--- config.mk ---
export PLATFORM = sky130hd
export DESIGN_NAME = seg_scan_decoder
export DESIGN_NICKNAME = d
export VERILOG_FILES = /design/src/rtl/seg_decode_pkg.sv /design/src/rtl/seg7_pattern_decode.sv /design/src/rtl/seg_scan_decoder.sv
export SDC_FILE = /design/constraint.sdc
export NUM_CORES = 1
export LEC_CHECK = 0
export ABC_AREA = 1
export CORE_MARGIN = 2
export CORE_UTILIZATION = 55
export DETAILED_ROUTE_END_ITERATION = 8
export DONT_BUFFER_PORTS = 1
export GPL_TIMING_DRIVEN = 0
export MAX_ROUTING_LAYER = met4
export PLACE_DENSITY = 0.79
export SETUP_SLACK_MARGIN = 0.3
export SLEW_MARGIN = 20
export SYNTH_ARGS = -nofsm -noshare
export SYNTH_HDL_FRONTEND = slang
export SYNTH_SLANG_ARGS = --single-unit
--- constraint.sdc ---
create_clock -name clk -period 2.4 [get_ports clk]
set_input_delay 0.48 -clock clk [delete_from_list [all_inputs] [get_ports clk]]
set_output_delay 0.48 -clock clk [all_outputs]
set_load 0.005 [all_outputs]
--- src/rtl/seg_decode_pkg.sv ---
// Shared constants and types for the scanned seven-segment receive path.
package seg_decode_pkg;

  localparam int SEG_W  = 7;
  localparam int DIGITS = 4;
  localparam int VAL_W  = 4;

  // a..g active-high, seg[0]=a
  localparam logic [SEG_W-1:0] PAT_0 = 7'h3F;
  localparam logic [SEG_W-1:0] PAT_1 = 7'h06;
  localparam logic [SEG_W-1:0] PAT_2 = 7'h5B;
  localparam logic [SEG_W-1:0] PAT_3 = 7'h4F;
  localparam logic [SEG_W-1:0] PAT_4 = 7'h66;
  localparam logic [SEG_W-1:0] PAT_5 = 7'h6D;
  localparam logic [SEG_W-1:0] PAT_6 = 7'h7D;
  localparam logic [SEG_W-1:0] PAT_7 = 7'h07;
  localparam logic [SEG_W-1:0] PAT_8 = 7'h7F;
  localparam logic [SEG_W-1:0] PAT_9 = 7'h6F;
  localparam logic [SEG_W-1:0] PAT_A = 7'h77;
  localparam logic [SEG_W-1:0] PAT_B = 7'h7C;
  localparam logic [SEG_W-1:0] PAT_C = 7'h39;
  localparam logic [SEG_W-1:0] PAT_D = 7'h5E;
  localparam logic [SEG_W-1:0] PAT_E = 7'h79;
  localparam logic [SEG_W-1:0] PAT_F = 7'h71;

  localparam logic [15:0][SEG_W-1:0] PAT_TABLE = {
    PAT_F, PAT_E, PAT_D, PAT_C, PAT_B, PAT_A, PAT_9, PAT_8,
    PAT_7, PAT_6, PAT_5, PAT_4, PAT_3, PAT_2, PAT_1, PAT_0
  };

  typedef enum logic [1:0] {
    ST_IDLE   = 2'd0,
    ST_SETTLE = 2'd1,
    ST_HELD   = 2'd2
  } scan_state_e;

  typedef struct packed {
    logic [DIGITS-1:0] an;
    logic [SEG_W-1:0]  seg;
    logic              dp;
  } scan_smp_t;

  function automatic logic onehot_an(input logic [DIGITS-1:0] v);
    return (v != '0) && ((v & (v - DIGITS'(1))) == '0);
  endfunction

endpackage

--- src/rtl/seg7_pattern_decode.sv ---
// Combinational seven-segment pattern to hex value lookup (active-high a..g).
module seg7_pattern_decode
  import seg_decode_pkg::*;
(
  input  logic [SEG_W-1:0] pat,
  output logic             valid,
  output logic [VAL_W-1:0] value
);

  always_comb begin
    valid = 1'b0;
    value = '0;
    for (int i = 0; i < 16; i++) begin
      if (pat == PAT_TABLE[i]) begin
        valid = 1'b1;
        value = VAL_W'(i);
      end
    end
  end

endmodule

--- src/rtl/seg_scan_decoder.sv ---
// Samples a multiplexed 4-digit seven-segment bus and rebuilds full digit frames.
// Optional decimal-point capture is enabled with SEG_SCAN_DECODER_DP_EN.
module seg_scan_decoder
  import seg_decode_pkg::*;
#(
  parameter int STABLE_CYCLES  = 4,
  parameter bit SEG_ACTIVE_LOW = 1'b1,
  parameter bit AN_ACTIVE_LOW  = 1'b1
) (
  input  logic                    clk,
  input  logic                    rst_n,
  input  logic [SEG_W-1:0]        seg,
  input  logic                    dp,
  input  logic [DIGITS-1:0]       an,
  output logic [DIGITS*VAL_W-1:0] digits,
  output logic                    frame_valid,
  output logic                    bad_seg,
  output logic [DIGITS-1:0]       dp_out
);

  localparam int CNT_W = $clog2(STABLE_CYCLES + 1);
  localparam logic [CNT_W-1:0] CNT_MAX = CNT_W'(STABLE_CYCLES);
  localparam logic [CNT_W-1:0] CNT_CAP = CNT_W'(STABLE_CYCLES - 1);
  // XOR mask turning raw lines into active-high; also the raw "all inactive" value.
  localparam scan_smp_t INV_MASK = '{an:  {DIGITS{AN_ACTIVE_LOW}},
                                     seg: {SEG_W{SEG_ACTIVE_LOW}},
                                     dp:  SEG_ACTIVE_LOW};

  scan_smp_t   smp_d, smp_q, norm_d, norm_q;
  logic [CNT_W-1:0] cnt_d, cnt_q;
  scan_state_e state_d, state_q;
  logic        an_ok_d, an_ok_q, match, capture;
  logic        dec_valid;
  logic [VAL_W-1:0] dec_value;

  logic [DIGITS-1:0][VAL_W-1:0] shadow_d, shadow_q, digits_d, digits_q;
  logic [DIGITS-1:0] seen_d, seen_q;
  logic [DIGITS-1:0] dpsh_d, dpsh_q, dp_out_d, dp_out_q;
  logic        frame_valid_d, frame_valid_q, bad_seg_d, bad_seg_q;

  always_comb begin
    smp_d     = '0;
    smp_d.an  = an;
    smp_d.seg = seg;
`ifdef SEG_SCAN_DECODER_DP_EN
    smp_d.dp  = dp;
`else
    smp_d.dp  = INV_MASK.dp;
`endif
  end

`ifndef SEG_SCAN_DECODER_DP_EN
  logic unused_dp;
  assign unused_dp = dp;
`endif

  assign norm_d  = smp_d ^ INV_MASK;
  assign norm_q  = smp_q ^ INV_MASK;
  assign an_ok_d = onehot_an(norm_d.an);
  assign an_ok_q = onehot_an(norm_q.an);

  // The sample being registered is compared with the one already held, so a
  // pattern present before edge E0 is captured on edge E0+STABLE_CYCLES.
  assign match   = (smp_d == smp_q) && an_ok_q;
  assign capture = match && (cnt_q == CNT_CAP) && (state_q != ST_HELD);

  seg7_pattern_decode u_dec (
    .pat   (norm_q.seg),
    .valid (dec_valid),
    .value (dec_value)
  );

  always_comb begin
    cnt_d   = cnt_q;
    state_d = state_q;
    if (!match) begin
      cnt_d   = '0;
      state_d = an_ok_d ? ST_SETTLE : ST_IDLE;
    end else begin
      cnt_d = (cnt_q == CNT_MAX) ? cnt_q : cnt_q + CNT_W'(1);
      if (capture)                 state_d = ST_HELD;
      else if (state_q == ST_IDLE) state_d = ST_SETTLE;
    end
  end

  always_comb begin
    shadow_d      = shadow_q;
    dpsh_d        = dpsh_q;
    seen_d        = seen_q;
    digits_d      = digits_q;
    dp_out_d      = dp_out_q;
    frame_valid_d = 1'b0;
    bad_seg_d     = 1'b0;
    if (capture) begin
      if (dec_valid) begin
        for (int i = 0; i < DIGITS; i++) begin
          if (norm_q.an[i]) begin
            shadow_d[i] = dec_value;
            dpsh_d[i]   = norm_q.dp;
          end
        end
        seen_d = seen_q | norm_q.an;
        if (seen_d == '1) begin
          digits_d      = shadow_d;
          dp_out_d      = dpsh_d;
          frame_valid_d = 1'b1;
          seen_d        = '0;
        end
      end else begin
        bad_seg_d = 1'b1;
      end
    end
  end

  always_ff @(posedge clk or negedge rst_n) begin
    if (!rst_n) begin
      smp_q         <= INV_MASK;
      cnt_q         <= '0;
      state_q       <= ST_IDLE;
      shadow_q      <= '0;
      dpsh_q        <= '0;
      seen_q        <= '0;
      digits_q      <= '0;
      dp_out_q      <= '0;
      frame_valid_q <= 1'b0;
      bad_seg_q     <= 1'b0;
    end else begin
      smp_q         <= smp_d;
      cnt_q         <= cnt_d;
      state_q       <= state_d;
      shadow_q      <= shadow_d;
      dpsh_q        <= dpsh_d;
      seen_q        <= seen_d;
      digits_q      <= digits_d;
      dp_out_q      <= dp_out_d;
      frame_valid_q <= frame_valid_d;
      bad_seg_q     <= bad_seg_d;
    end
  end

  assign digits      = digits_q;
  assign frame_valid = frame_valid_q;
  assign bad_seg     = bad_seg_q;
`ifdef SEG_SCAN_DECODER_DP_EN
  assign dp_out      = dp_out_q;
`else
  assign dp_out      = '0;
  logic unused_dp_out;
  assign unused_dp_out = ^dp_out_q;
`endif

endmodule

==> results of run 1 <==
stage by stage:
stage | power [W] | cells | util (%) | hold WS (ns) | cell area, sq um
finish | 0.00171 | 533 | 65.8 | -0.000347 | 3620
global route | 0.00179 | 533 | 65.8 | 0.0110 | 3620
CTS | 0.00168 | 515 | 61.2 | 0.00550 | 3370
detailed placement | 0.00111 | 505 | 58.8 | 0.187 | 3240
global placement | 0.00111 | 505 | 58.8 | 0.187 | 3240
floorplan | 0.00108 | 433 | - | 0.184 | 3150
logic make-up (layout without fill, tap and decap cells):
| logic type | count (synthesis) | after routing | share of synthesized area (%) |
|---|---|---|---|
| and+or+nand+nor | 263 | 264 | 37.3 |
| buffers and inverters | 68 | 95 | 9.62 |
| DFF | 54 | 54 | 43.6 |
| AOI/OAI and AO/OA | 37 | 37 | 7.03 |
| adders and majority gates | 3 | 3 | 1.20 |
| xor gates and xnor gates | 2 | 2 | 0.559 |
| muxes | 2 | 2 | 0.639 |
| other | 1 | 4 | 0.120 |
synth_stat cells, types with 5 or more instances:
library cell and number:
nand4_1 9, nand3_1 24, o21ai_1 10, nor2_1 48, nand2_1 159, inv_1 43, buf_4 7, a21oi_1 5
dfstp_2 11, o21ai_0 13, inv_2 14, dfrtp_1 43, nand2_2 6
timing repair:
action / CTS / global route
endpoints found under the hold margin: 54 / 0
cloned: 0 / 2
gates resized for setup: 1 / 26
setup buffers: 1 / 16
pin swaps: 0 / 18
hold buffers: 1 / 0
setup endpoints to repair: 9 / 30
worst max path at each step:
stage                     startpoint    endpoint  slack [ns]  cells past startpoint
after floorplan             smp_q[8]  digits[12]        0.59                     14
after global placement      smp_q[9]   digits[4]        0.33                     14
after detailed placement    smp_q[9]   digits[8]        0.28                     14
after CTS                   smp_q[9]   digits[0]        0.31                     13
after global routing        smp_q[2]  digits[11]        0.26                     11
final                       smp_q[1]   seen_q[0]        0.36                     12
power groups by stage:
| stage | registers, W | logic (W) | clock network (W) |
|---|---|---|---|
| after floorplan | 0.000955 | 0.000124 | 0 |
| after global placement | 0.000958 | 0.000149 | 0 |
| after detailed placement | 0.000958 | 0.000151 | 0 |
| after CTS | 0.000941 | 0.000175 | 0.000569 |
| after global routing | 0.000944 | 0.000237 | 0.000606 |
| final | 0.000942 | 0.000210 | 0.000563 |
per-layer routing:
layer	routed length (microns)	up-vias
met4	106	0
li1	-	1392
met1	3350	1312
met2	3390	72
met3	336	11
met5	0	-
cell type report:
cell class | count | area, sq um | share of cell area (%)
inverters | 59 | 236 | 6.53
clock buffers | 5 | 68.8 | 1.90
plain buffers | 9 | 87.6 | 2.42
well taps | 72 | 90.1 | 2.49
clock inverters | 3 | 28.8 | 0.794
flip-flops and latches | 54 | 1370 | 37.7
multi-input cells | 312 | 1550 | 42.9
repair buffers | 19 | 193 | 5.32
flip-flops by register name, summed over array words and instances (netlist names):
register and flops:
state_q 2, smp_q 11, shadow_q 16, seen_q 4, cnt_q 3, bad_seg 1, digits 16, frame_valid 1
worst register-to-register path, delay by kind of cell, from the launching register on:
kind	cells	cell delay, ns
buffers and inverters	2	0.23
and+or+nand+nor	9	1.09
AOI/OAI and AO/OA	1	0.03
DFF	1	0.58
==> results.rst, run 1 <==
.. list-table::
   :header-rows: 1

   * - Metric
     - Value
   * - Result of the run
     - complete, but fails checks
   * - Violations in the final reports
     - hold timing
   * - Largest net degree at the start of global routing
     - 55
   * - Proportion of register bits with asynchronous set or reset after synthesis
     - 100%
   * - Endpoints failing hold
     - 1
   * - Residual overflow from global routing
     - 0
   * - Crit path max-delay cell type
     - dfstp_2
   * - Number of pins exceeding their max-slew limit in the final report
     - 0
   * - Total half-perimeter wirelength after legalization and detailed placement
     - 4.90 mm
   * - Core region area
     - 5510 sq um
   * - Detailed-route via count
     - 2,787
   * - Post-route fraction of the period consumed by the critical path
     - 85.2%
   * - Global routing met3 resource utilization
     - 5.43%
   * - Data arrival time at the worst-slack endpoint
     - 2.26 ns
   * - Switching power summed over all nets
     - 0.000493 W
   * - Vias in the first global route
     - 2,466
   * - Maximum Capacitance Violations
     - 0
   * - Global placer's final weighted congestion
     - 0.873
   * - Share of the synthesized area in the top cell type
     - 34.3%
   * - Cell type group with the largest total delay on the critical path
     - simple AND/OR/NAND/NOR gates
   * - Met1 demand-to-capacity share in global routing
     - 31.8%
   * - Total wire length after detailed routing
     - 7.18 mm
   * - Static leakage
     - 1.93 nW
   * - Number of buffer cells added on primary ports
     - 0
   * - Reg clk slew, reported paths
     - 0.11 ns
   * - Clk Latency, worst-skew pair
     - 0.33 ns
   * - Sequential-to-total area share from yosys stat
     - 43.6%
   * - Commonest cells after routing, fill and taps aside
     - nand2_1 (151), nor2_1 (44), inv_1 (43), dfrtp_1 (43), nand3_1 (23)
   * - Length of the first detailed-routing pass in iterations
     - 4
   * - Post-Route Setup TNS
     - 0 ns
   * - Worst-case reg-to-reg path depth
     - 12
   * - EDFF count, synth
     - 0
   * - Top flip-flop cell by instance count after synthesis
     - dfrtp_1
   * - Routed length per placed instance
     - 13.5 microns
   * - Cell-internal power
     - 0.00122 W
   * - Critical path required time
     - 2.62 ns
   * - Detailed-route DRC error count
     - 0
   * - Commonest non-fill, non-tap cell in the layout
     - nand2_1
   * - Number of standard cells after synthesis
     - 430
   * - Number of antenna cells inserted
     - 0
   * - Post-route worst setup slack
     - 0.355 ns
   * - Met2 Resource Use GR
     - 35.4%
   * - Register-to-register path setup slack
     - 0.36 ns
   * - H-Tree Depth
     - 2
   * - Final critical path time including I/O delays and setup
     - 2.04 ns
   * - Syn-to-layout area delta
     - 15.6%
   * - Post-synthesis sequential element count
     - 54
   * - Fillers
     - 453
   * - Die extent in x
     - 79.5 microns
   * - Setup violations, final
     - 0
   * - First-pass GRT wire length
     - 11.2 mm
   * - CP cell instances
     - inv_2, nor2_1, nand2_1, nor2_1, nor2_1, nand2_1, nor2_4, nand2_4, nand2_4, nor2_8, clkbuf_16, a21oi_2
   * - Share of post-route cells with drive strength above 1
     - 22.1%
   * - Worst clock skew
     - 0.0151 ns
   * - Category of the critical setup timing path
     - register to register
   * - Clock tree from TritonCTS
     - yes
   * - Global-route total usage across every layer
     - 23.3%
   * - Mean Syn Cell Area
     - 7.29 sq um
   * - FMAX
     - 489 MHz
   * - Number of DRC markers in iteration 0
     - 254
   * - Initial antenna violation count
     - 0
   * - Switching Share
     - 28.7%
   * - Unique cell type count in the Yosys netlist
     - 37
   * - Pre-CTS setup slack
     - 0.281 ns
   * - Vias per cell
     - 5.23
   * - Type of element capturing the critical path
     - register
   * - Unrepaired setup endpoints after global routing
     - true
   * - Routed Antenna Nets
     - 0
   * - Destination of the worst register-to-register timing path
     - seen_q[0]
   * - Die extent in y
     - 79.5 microns
   * - Hold slack
     - -0.000347 ns
   * - Number of placement rows
     - 27
   * - Warnings, synthesis
     - 0
   * - Sum of buffers and inverters on the critical path
     - 2
   * - Clk Tree Root Cell
     - clkbuf_8
   * - Hold Crit Class
     - input pin to async pin
   * - Pwr Density
     - 473 nW/um^2
   * - Worst path most repeated cell
     - nor2_1
   * - Combinational share of power
     - 12.2%
   * - Net count reported at finish
     - 477
   * - IR drop worst, VDD
     - 0.352 mV
   * - Crit path max fanout
     - 8
   * - Post-Syn Area
     - 3130 sq um
   * - Clk buf depth
     - 2
   * - Number of sinks handled by clock tree synthesis
     - 54
   * - Initial Utilization
     - 56.9%
   * - Clock power share
     - 32.8%
   * - Launching point of the worst reg2reg path
     - smp_q[1]
   * - Sequential group share of total power
     - 54.9%
   * - Synth area leaders
     - dfrtp_1 (34%), nand2_1 (19%), dfstp_2 (9.2%)
   * - Top Ports
     - 36
   * - Largest area contributor in the synthesized netlist
     - dfrtp_1
   * - Max stage delay on crit path
     - 0.58 ns
   * - Critical Path Start Type
     - register
   * - Layer with the highest usage
     - met2
   * - Total clock buffers created by CTS
     - 5
   * - Die outline area
     - 6320 sq um
No activity file was read; power rests on OpenSTA's default activity.
==> run 2: changes to the inputs <==
ABC_AREA = not set   (was 1)
==> run 2 against run 1 <==
Against the previous run: the flow finishes with violations (setup timing); hold slack improved by 0.013 ns; area after synthesis decreased by 7.9%; clock power decreased by 4.8%; count of clock-buffer cells in the layout unchanged; sequential power decreased by 0.6%; die area down 7.5%; maximum frequency fell by 26%; final cell count shrank 34%; sequential share of layout area increased by 2.9 points; critical endpoint is now digits[10].
==> results.rst, run 2 <==
.. list-table::
   :header-rows: 1

   * - Metric
     - Value
   * - Result of the run
     - complete, but fails checks
   * - Violations in the final reports
     - setup timing
   * - Share of the synthesized area in the top cell type
     - 37.3% (+2.9 points)
   * - Synth area leaders
     - dfrtp_1 (37%), dfstp_2 (10%), mux2_4 (8.3%)
   * - Largest net degree at the start of global routing
     - 55 (unchanged)
   * - Commonest cells after routing, fill and taps aside
     - dfrtp_1 (43), nand2_1 (20), mux2_4 (19), mux2_2 (17), buf_4 (14)
   * - H-Tree Depth
     - 2 (unchanged)
   * - Global routing met3 resource utilization
     - 5.69% (+0.26 points)
   * - Proportion of register bits with asynchronous set or reset after synthesis
     - 100% (unchanged)
   * - Clk buf depth
     - 2 (unchanged)
   * - Total wire length after detailed routing
     - 5.81 mm (-19%)
   * - Clock tree from TritonCTS
     - yes
   * - Post-route worst setup slack
     - -0.377 ns (-0.732 ns)
   * - Unrepaired setup endpoints after global routing
     - true
   * - Residual overflow from global routing
     - 0 (unchanged)
   * - Type of element capturing the critical path
     - register
   * - Sum of buffers and inverters on the critical path
     - 3 (+1)
   * - Number of buffer cells added on primary ports
     - 0 (unchanged)
   * - Top flip-flop cell by instance count after synthesis
     - dfrtp_1
   * - Total half-perimeter wirelength after legalization and detailed placement
     - 3.89 mm (-21%)
   * - Category of the critical setup timing path
     - register to register
   * - Pwr Density
     - 488 nW/um^2 (+3.1%)
   * - Number of sinks handled by clock tree synthesis
     - 54 (unchanged)
   * - Warnings, synthesis
     - 0 (unchanged)
   * - Hold slack
     - 0.0128 ns (+0.0132 ns)
   * - Unique cell type count in the Yosys netlist
     - 50 (+35%)
   * - Initial Utilization
     - 56.9% (about the same)
   * - Worst clock skew
     - 0.0141 ns (-0.000964 ns)
   * - Crit path max fanout
     - 10 (+2)
   * - Launching point of the worst reg2reg path
     - smp_q[11]
   * - EDFF count, synth
     - 0 (unchanged)
   * - Critical path required time
     - 2.60 ns (-0.02 ns)
   * - Vias in the first global route
     - 1,951 (-21%)
   * - Sequential-to-total area share from yosys stat
     - 47.3% (+3.7 points)
   * - Worst setup path startpoint
     - smp_q[11]
   * - Post-synthesis sequential element count
     - 54 (unchanged)
   * - Post-route fraction of the period consumed by the critical path
     - 116% (+31 points)
   * - Routed length per placed instance
     - 16.5 microns (+22%)
   * - Maximum Capacitance Violations
     - 0 (unchanged)
   * - Endpoints failing hold
     - 0 (-1)
   * - Total clock buffers created by CTS
     - 5 (unchanged)
   * - Static leakage
     - 1.54 nW (-20%)
   * - Commonest non-fill, non-tap cell in the layout
     - dfrtp_1
   * - Number of placement rows
     - 26 (-3.7%)
   * - Critical Path Start Type
     - register
   * - Top Ports
     - 36 (unchanged)
   * - Destination of the worst register-to-register timing path
     - digits[10]
   * - Largest area contributor in the synthesized netlist
     - dfrtp_1
   * - Number of antenna cells inserted
     - 0 (unchanged)
   * - Slew Limit Headroom
     - 60.0%
   * - Register-to-register path setup slack
     - -0.38 ns (-0.73 ns)
   * - Cell type group with the largest total delay on the critical path
     - simple AND/OR/NAND/NOR gates
   * - Die outline area
     - 5850 sq um (-7.5%)
   * - Worst path most repeated cell
     - or3_4
   * - Die extent in x
     - 76.5 microns (-3.8%)
   * - Final critical path time including I/O delays and setup
     - 2.78 ns (+0.732 ns)
   * - Die extent in y
     - 76.5 microns (-3.8%)
   * - Pre-CTS setup slack
     - -0.389 ns (-0.670 ns)
   * - Reg clk slew, reported paths
     - 0.11 ns (about the same)
   * - FMAX
     - 360 MHz (-26%)
   * - Core region area
     - 5070 sq um (-7.8%)
   * - Worst-margin pin slew
     - 0.593 ns
   * - Global placer's final weighted congestion
     - 0.832 (-4.6%)
   * - Most repeated cell in the gate-level netlist after synthesis
     - dfrtp_1
   * - Length of the first detailed-routing pass in iterations
     - 4 (unchanged)
   * - Syn-to-layout area delta
     - 16.5%
   * - Vias per cell
     - 5.76 (+10%)
   * - Number of standard cells after synthesis
     - 260 (-40%)
   * - Mean Syn Cell Area
     - 11.1 sq um (+52%)
   * - Number of DRC markers in iteration 0
     - 144 (-43%)
   * - Global-route total usage across every layer
     - 20.9% (-2.4 points)
   * - Clk Latency, worst-skew pair
     - 0.32 ns (about the same)
   * - CP cell instances
     - buf_4, inv_2, a21oi_1, or4b_4, or3_4, or3_4, buf_8, mux2_4
   * - Clk Tree Root Cell
     - clkbuf_8
   * - Setup violations, final
     - 36 (+36)
   * - Hold Crit Class
     - input pin to async pin
   * - Detailed-route via count
     - 2,033 (-27%)
   * - Post-Syn Area
     - 2890 sq um (-7.9%)
   * - Most numerous cell types in the synthesized netlist
     - dfrtp_1 (43), mux2_2 (20), nand2_1 (20)
   * - First-pass GRT wire length
     - 9.42 mm (-16%)
   * - Share of post-route cells with drive strength above 1
     - 37.5% (+15 points)
   * - Layer with the highest usage
     - met2
   * - Data arrival time at the worst-slack endpoint
     - 2.98 ns (+0.72 ns)
   * - Max stage delay on crit path
     - 0.54 ns (-0.04 ns)
   * - Worst-case reg-to-reg path depth
     - 8 (-4)
   * - Net count reported at finish
     - 299 (-37%)
   * - Routed Antenna Nets
     - 0 (unchanged)
   * - Met1 demand-to-capacity share in global routing
     - 26.1% (-5.7 points)
   * - Total Power Consumption
     - 0.00164 W (-4.3%)
   * - Number of pins exceeding their max-slew limit in the final report
     - 0 (unchanged)
   * - IR drop worst, VDD
     - 0.454 mV (+29%)
   * - Crit path max-delay cell type
     - dfstp_2
   * - Met2 Resource Use GR
     - 33.6% (-1.7 points)
   * - Initial antenna violation count
     - 0 (unchanged)
   * - Detailed-route DRC error count
     - 0 (unchanged)
==> run 2: cell count changes in the layout (fill, tap and decap cells not counted), moves of 8 or more <==
cell / delta
mux2_4: +19
nand3_1: -18
inv_1: -33
mux2_2: +17
nor2_1: -32
nand2_1: -131
inv_2: -12
o21ai_1: -8
nand2_2: -13
buf_4: -8
==> run 2: area by class of cell <==
type | instances | area [sq um]
Clock buffer | 5 | 68.8
Tap cell | 70 | 87.6
Sequential cell | 54 | 1370
Clock inverter | 3 | 28.8
Fill cell | 411 | 1710
Multi-Input combinational cell | 179 | 1500
Buffer | 19 | 156
Inverter | 11 | 41.3
Timing Repair Buffer | 12 | 118
==> run 2: report_power, final <==
| group | switching (W) | internal (W) | leakage (nW) |
|---|---|---|---|
| Combinational | 0.0000979 | 0.0000699 | 0.789 |
| Clock | 0.000319 | 0.000217 | 0.0502 |
| Sequential | 0.00000809 | 0.000928 | 0.700 |
| Total | 0.000425 | 0.00121 | 1.54 |
==> run 2: stage by stage <==
step	instances	TNS [ns]	area [sq um]	utilization (%)
2_1_floorplan	263	-3.82	2930	-
3_3_place_gp	333	-8.31	3010	59.4
3_5_place_dp	333	-9.29	3010	59.4
4_1_cts	350	-8.39	3280	64.6
5_1_grt	353	-11.57	3360	66.3
6_report	353	-9.31	3360	66.3
==> run 2: kinds of logic (layout without fill, tap and decap cells) <==
group | Yosys count | in the layout | share of synthesized area [%]
buffers and inverters | 30 | 50 | 5.98
flip-flops | 54 | 54 | 47.3
AND/OR/NAND/NOR | 83 | 83 | 16.2
other | 1 | 4 | 0.130
AO/OA/AOI/OAI | 39 | 39 | 8.49
XOR/XNOR | 13 | 13 | 4.20
multiplexers | 37 | 37 | 16.5
adder cells (fa/ha/maj) | 3 | 3 | 1.30
==> run 2: layer usage <==
| metal | up-vias | part of all wire [%] |
|---|---|---|
| met4 | 0 | 1.0 |
| met2 | 66 | 50 |
| met1 | 1004 | 43 |
| met5 | - | 0 |
| met3 | 6 | 5.8 |
| li1 | 957 | - |
==> run 2: timing repair <==
| item | in CTS | in global routing |
|---|---|---|
| gates resized for setup | 24 | 12 |
| setup endpoints to repair | 43 | 43 |
| buffers inserted | 8 | 3 |
| pin swaps | 3 | 2 |
| hold buffers | 1 | 0 |
| endpoints found under the hold margin | 54 | 0 |
==> run 2: worst register-to-register path, stage by stage (launching register included) <==
cell,delay [ns]
dfstp_2,0.54
buf_4,0.19
inv_2,0.10
a21oi_1,0.15
or4b_4,0.47
or3_4,0.39
or3_4,0.38
buf_8,0.16
mux2_4,0.30
==> run 2: worst max path at each step <==
stage / slack, ns / depth (start not counted) / end
floorplan: -0.20 / 8 / digits[0]
global placement: -0.38 / 7 / shadow_q[14]
detailed placement: -0.39 / 7 / shadow_q[14]
CTS: -0.32 / 8 / digits[3]
global route: -0.44 / 8 / digits[3]
finish: -0.38 / 8 / digits[10]
==> run 3: changes to the inputs <==
PLACE_DENSITY = 0.7   (was 0.79)
==> run 3 against run 2 <==
Against the previous run: the flow still finishes with violations (setup timing); total power fell by 0.35%; global-route usage rose by 0.69 points; hold slack worse by 0.011 ns; clock skew is 0.0038 ns lower; maximum frequency up 2.3%; non-clock buffer count grew 14; count of clock-buffer cells in the layout rose by 1.
==> results.rst, run 3 (synthesis gave the netlist of run 2 again) <==
.. list-table::
   :header-rows: 1

   * - Metric
     - Value
   * - Worst-margin pin slew
     - 0.532 ns (-0.0609 ns)
   * - Number of DRC markers in iteration 0
     - 181 (+26%)
   * - Violations in the final reports
     - setup timing
   * - Clk Tree Root Cell
     - clkbuf_8
   * - Worst path most repeated cell
     - or3_4
   * - Largest net degree at the start of global routing
     - 44 (-20%)
   * - Clock tree from TritonCTS
     - yes
   * - Syn-to-layout area delta
     - 23.4%
   * - H-Tree Depth
     - 2 (unchanged)
   * - Length of the first detailed-routing pass in iterations
     - 5 (+1)
   * - Max stage delay on crit path
     - 0.54 ns (about the same)
   * - Switching Share
     - 25.2% (-0.77 points)
   * - Result of the run
     - complete, but fails checks
   * - Reg clk slew, reported paths
     - 0.10 ns (about the same)
   * - Routed length per placed instance
     - 17.3 microns (+5.1%)
   * - Slew Limit Headroom
     - 64.5% (+4.6 points)
   * - Number of placement rows
     - 26 (unchanged)
   * - Detailed-route via count
     - 2,118 (+4.2%)
   * - Hold Crit Class
     - input pin to async pin
   * - Layer with the highest usage
     - met2
   * - Post-route fraction of the period consumed by the critical path
     - 113% (-2.6 points)
   * - Global-route total usage across every layer
     - 21.6% (+0.69 points)
   * - Post-route worst setup slack
     - -0.316 ns (+0.0612 ns)
   * - Data arrival time at the worst-slack endpoint
     - 2.92 ns (-0.06 ns)
   * - Die extent in x
     - 76.5 microns (unchanged)
   * - Clock power share
     - 30.7% (-2.0 points)
   * - Clk Latency, worst-skew pair
     - 0.31 ns (about the same)
   * - Share of post-route cells with drive strength above 1
     - 42.8% (+5.3 points)
   * - Vias per cell
     - 5.77 (+0.21%)
   * - Routed Antenna Nets
     - 0 (unchanged)
   * - Combinational share of power
     - 12.1% (+1.9 points)
   * - Number of sinks handled by clock tree synthesis
     - 54 (unchanged)
   * - Register-to-register path setup slack
     - -0.32 ns (+0.06 ns)
   * - Maximum Capacitance Violations
     - 0 (unchanged)
   * - Met2 Resource Use GR
     - 33.3% (-0.35 points)
   * - Cell-internal power
     - 0.00122 W (+0.69%)
   * - Total half-perimeter wirelength after legalization and detailed placement
     - 3.84 mm (-1.4%)
   * - Sequential group share of total power
     - 57.2% (about the same)
   * - Total Power Consumption
     - 0.00163 W (-0.35%)
   * - Commonest non-fill, non-tap cell in the layout
     - dfrtp_1
   * - Initial Utilization
     - 56.9% (unchanged)
   * - Worst clock skew
     - 0.0103 ns (-0.00383 ns)
   * - Number of pins exceeding their max-slew limit in the final report
     - 0 (unchanged)
   * - Global placer's final weighted congestion
     - 0.898 (+7.9%)
   * - Sum of buffers and inverters on the critical path
     - 2 (-1)
   * - Residual overflow from global routing
     - 0 (unchanged)
   * - Placed cells
     - 333 (unchanged)
   * - Pwr Density
     - 459 nW/um^2 (-5.9%)
   * - Number of buffer cells added on primary ports
     - 0 (unchanged)
   * - Met1 demand-to-capacity share in global routing
     - 29.1% (+3.0 points)
   * - Setup violations, final
     - 36 (unchanged)
   * - Hold slack
     - 0.00231 ns (-0.0105 ns)
   * - Critical Path Start Type
     - register
   * - Crit path max fanout
     - 10 (unchanged)
   * - Unrepaired setup endpoints after global routing
     - true
   * - Net count reported at finish
     - 313 (+4.7%)
   * - Total wire length after detailed routing
     - 6.34 mm (+9.2%)
   * - Global routing met3 resource utilization
     - 4.15% (-1.5 points)
   * - Die extent in y
     - 76.5 microns (unchanged)
   * - Final critical path time including I/O delays and setup
     - 2.72 ns (-0.0612 ns)
   * - CP cell instances
     - buf_6, xnor2_1, nand3_1, or4b_1, or3_4, or3_4, buf_12, mux2_4
   * - IR drop worst, VDD
     - 0.416 mV (-8.5%)
   * - Endpoints failing hold
     - 0 (unchanged)
   * - Critical path required time
     - 2.60 ns (about the same)
   * - Post-layout utilization of the core
     - 70.2% (+3.9 points)
   * - Crit path max-delay cell type
     - dfstp_2
   * - FMAX
     - 368 MHz (+2.3%)
   * - Type of element capturing the critical path
     - register
   * - Number of antenna cells inserted
     - 0 (unchanged)
   * - Total clock buffers created by CTS
     - 5 (unchanged)
   * - Number of non-filler instances in the completed layout
     - 367 (+4.0%)
   * - Die outline area
     - 5850 sq um (unchanged)
   * - Cell type group with the largest total delay on the critical path
     - simple AND/OR/NAND/NOR gates
   * - Detailed-route DRC error count
     - 0 (unchanged)
   * - Initial antenna violation count
     - 0 (unchanged)
   * - Pre-CTS setup slack
     - -0.416 ns (-0.0269 ns)
   * - Top Ports
     - 36 (unchanged)
   * - First-pass GRT wire length
     - 9.72 mm (+3.2%)
   * - Vias in the first global route
     - 1,940 (-0.56%)
   * - Clk buf depth
     - 2 (unchanged)
   * - Static leakage
     - 1.63 nW (+5.9%)
   * - Commonest cells after routing, fill and taps aside
     - dfrtp_1 (43), buf_4 (25), nand2_1 (20), mux2_4 (19), mux2_2 (17)
   * - Category of the critical setup timing path
     - register to register
   * - Fillers
     - 372 (-9.5%)
   * - Core region area
     - 5070 sq um (unchanged)
   * - Switching power summed over all nets
     - 0.000411 W (-3.3%)
-- run 3: cell types whose count changed in the layout (fill, tap and decap cells not counted), moves of 2 or more --
cell / previous run / this run
nor3b_2: 2 / 0
buf_4: 14 / 25
buf_12: 1 / 3
buf_6: 6 / 8
dlygate4sd3_1: 0 / 2
a21oi_1: 7 / 4
a21oi_2: 1 / 4
o22ai_1: 2 / 0
o21ai_2: 0 / 2
nor3b_4: 1 / 3
-- run 3: area by class of cell --
cell class	instances	area (sq um)	area share, %
flip-flops and latches	54	1370	38.3
inverters	11	41.3	1.16
multi-input cells	179	1570	44.0
clock inverters	2	13.8	0.386
plain buffers	19	175	4.92
repair buffers	26	238	6.67
clock buffers	6	72.6	2.04
well taps	70	87.6	2.46
-- run 3: per-stage QoR --
stage | instance area [sq um] | TNS, ns
4_1_cts | 3300 | -6.77
2_1_floorplan | 2930 | -3.82
3_3_place_gp | 3010 | -9.11
6_report | 3560 | -7.53
5_1_grt | 3560 | -9.86
3_5_place_dp | 3010 | -9.68
-- run 3: repair_timing --
| action | 4_1_cts | 5_1_grt |
|---|---|---|
| setup endpoints to repair | 42 | 42 |
| hold buffers | 2 | 1 |
| pin swaps | 3 | 3 |
| buffers inserted | 12 | 10 |
| endpoints found under the hold margin | 43 | 4 |
| gates cloned | 0 | 1 |
| resized for setup | 23 | 37 |
-- run 3: worst paths after layout --
kind	end	startpoint	cells past startpoint
max	digits[15]	smp_q[1]	8
min reg2reg	seen_q[3]	seen_q[3]	1
max in group asynchronous	smp_q[4]	rst_n	1
min in group clk	smp_q[1]	seg[0]	0
min	shadow_q[14]	rst_n	1
max reg2reg	digits[15]	smp_q[1]	8
-- run 3: power groups by stage --
stage                     registers (W)  clock network (W)   logic, W
after floorplan                0.000950                  0  0.0000999
after global placement         0.000952                  0   0.000120
after detailed placement       0.000952                  0   0.000122
after CTS                      0.000935           0.000516   0.000165
after global routing           0.000937           0.000551   0.000215
final                          0.000935           0.000502   0.000197
-- run 3: per-layer routing --
layer | vias to the layer above | wire [microns] | part of all wire (%)
met2 | 62 | 3170 | 50
met4 | 0 | 106 | 1.7
met3 | 13 | 254 | 4.0
met1 | 1053 | 2810 | 44
li1 | 990 | - | -
met5 | - | 0 | 0
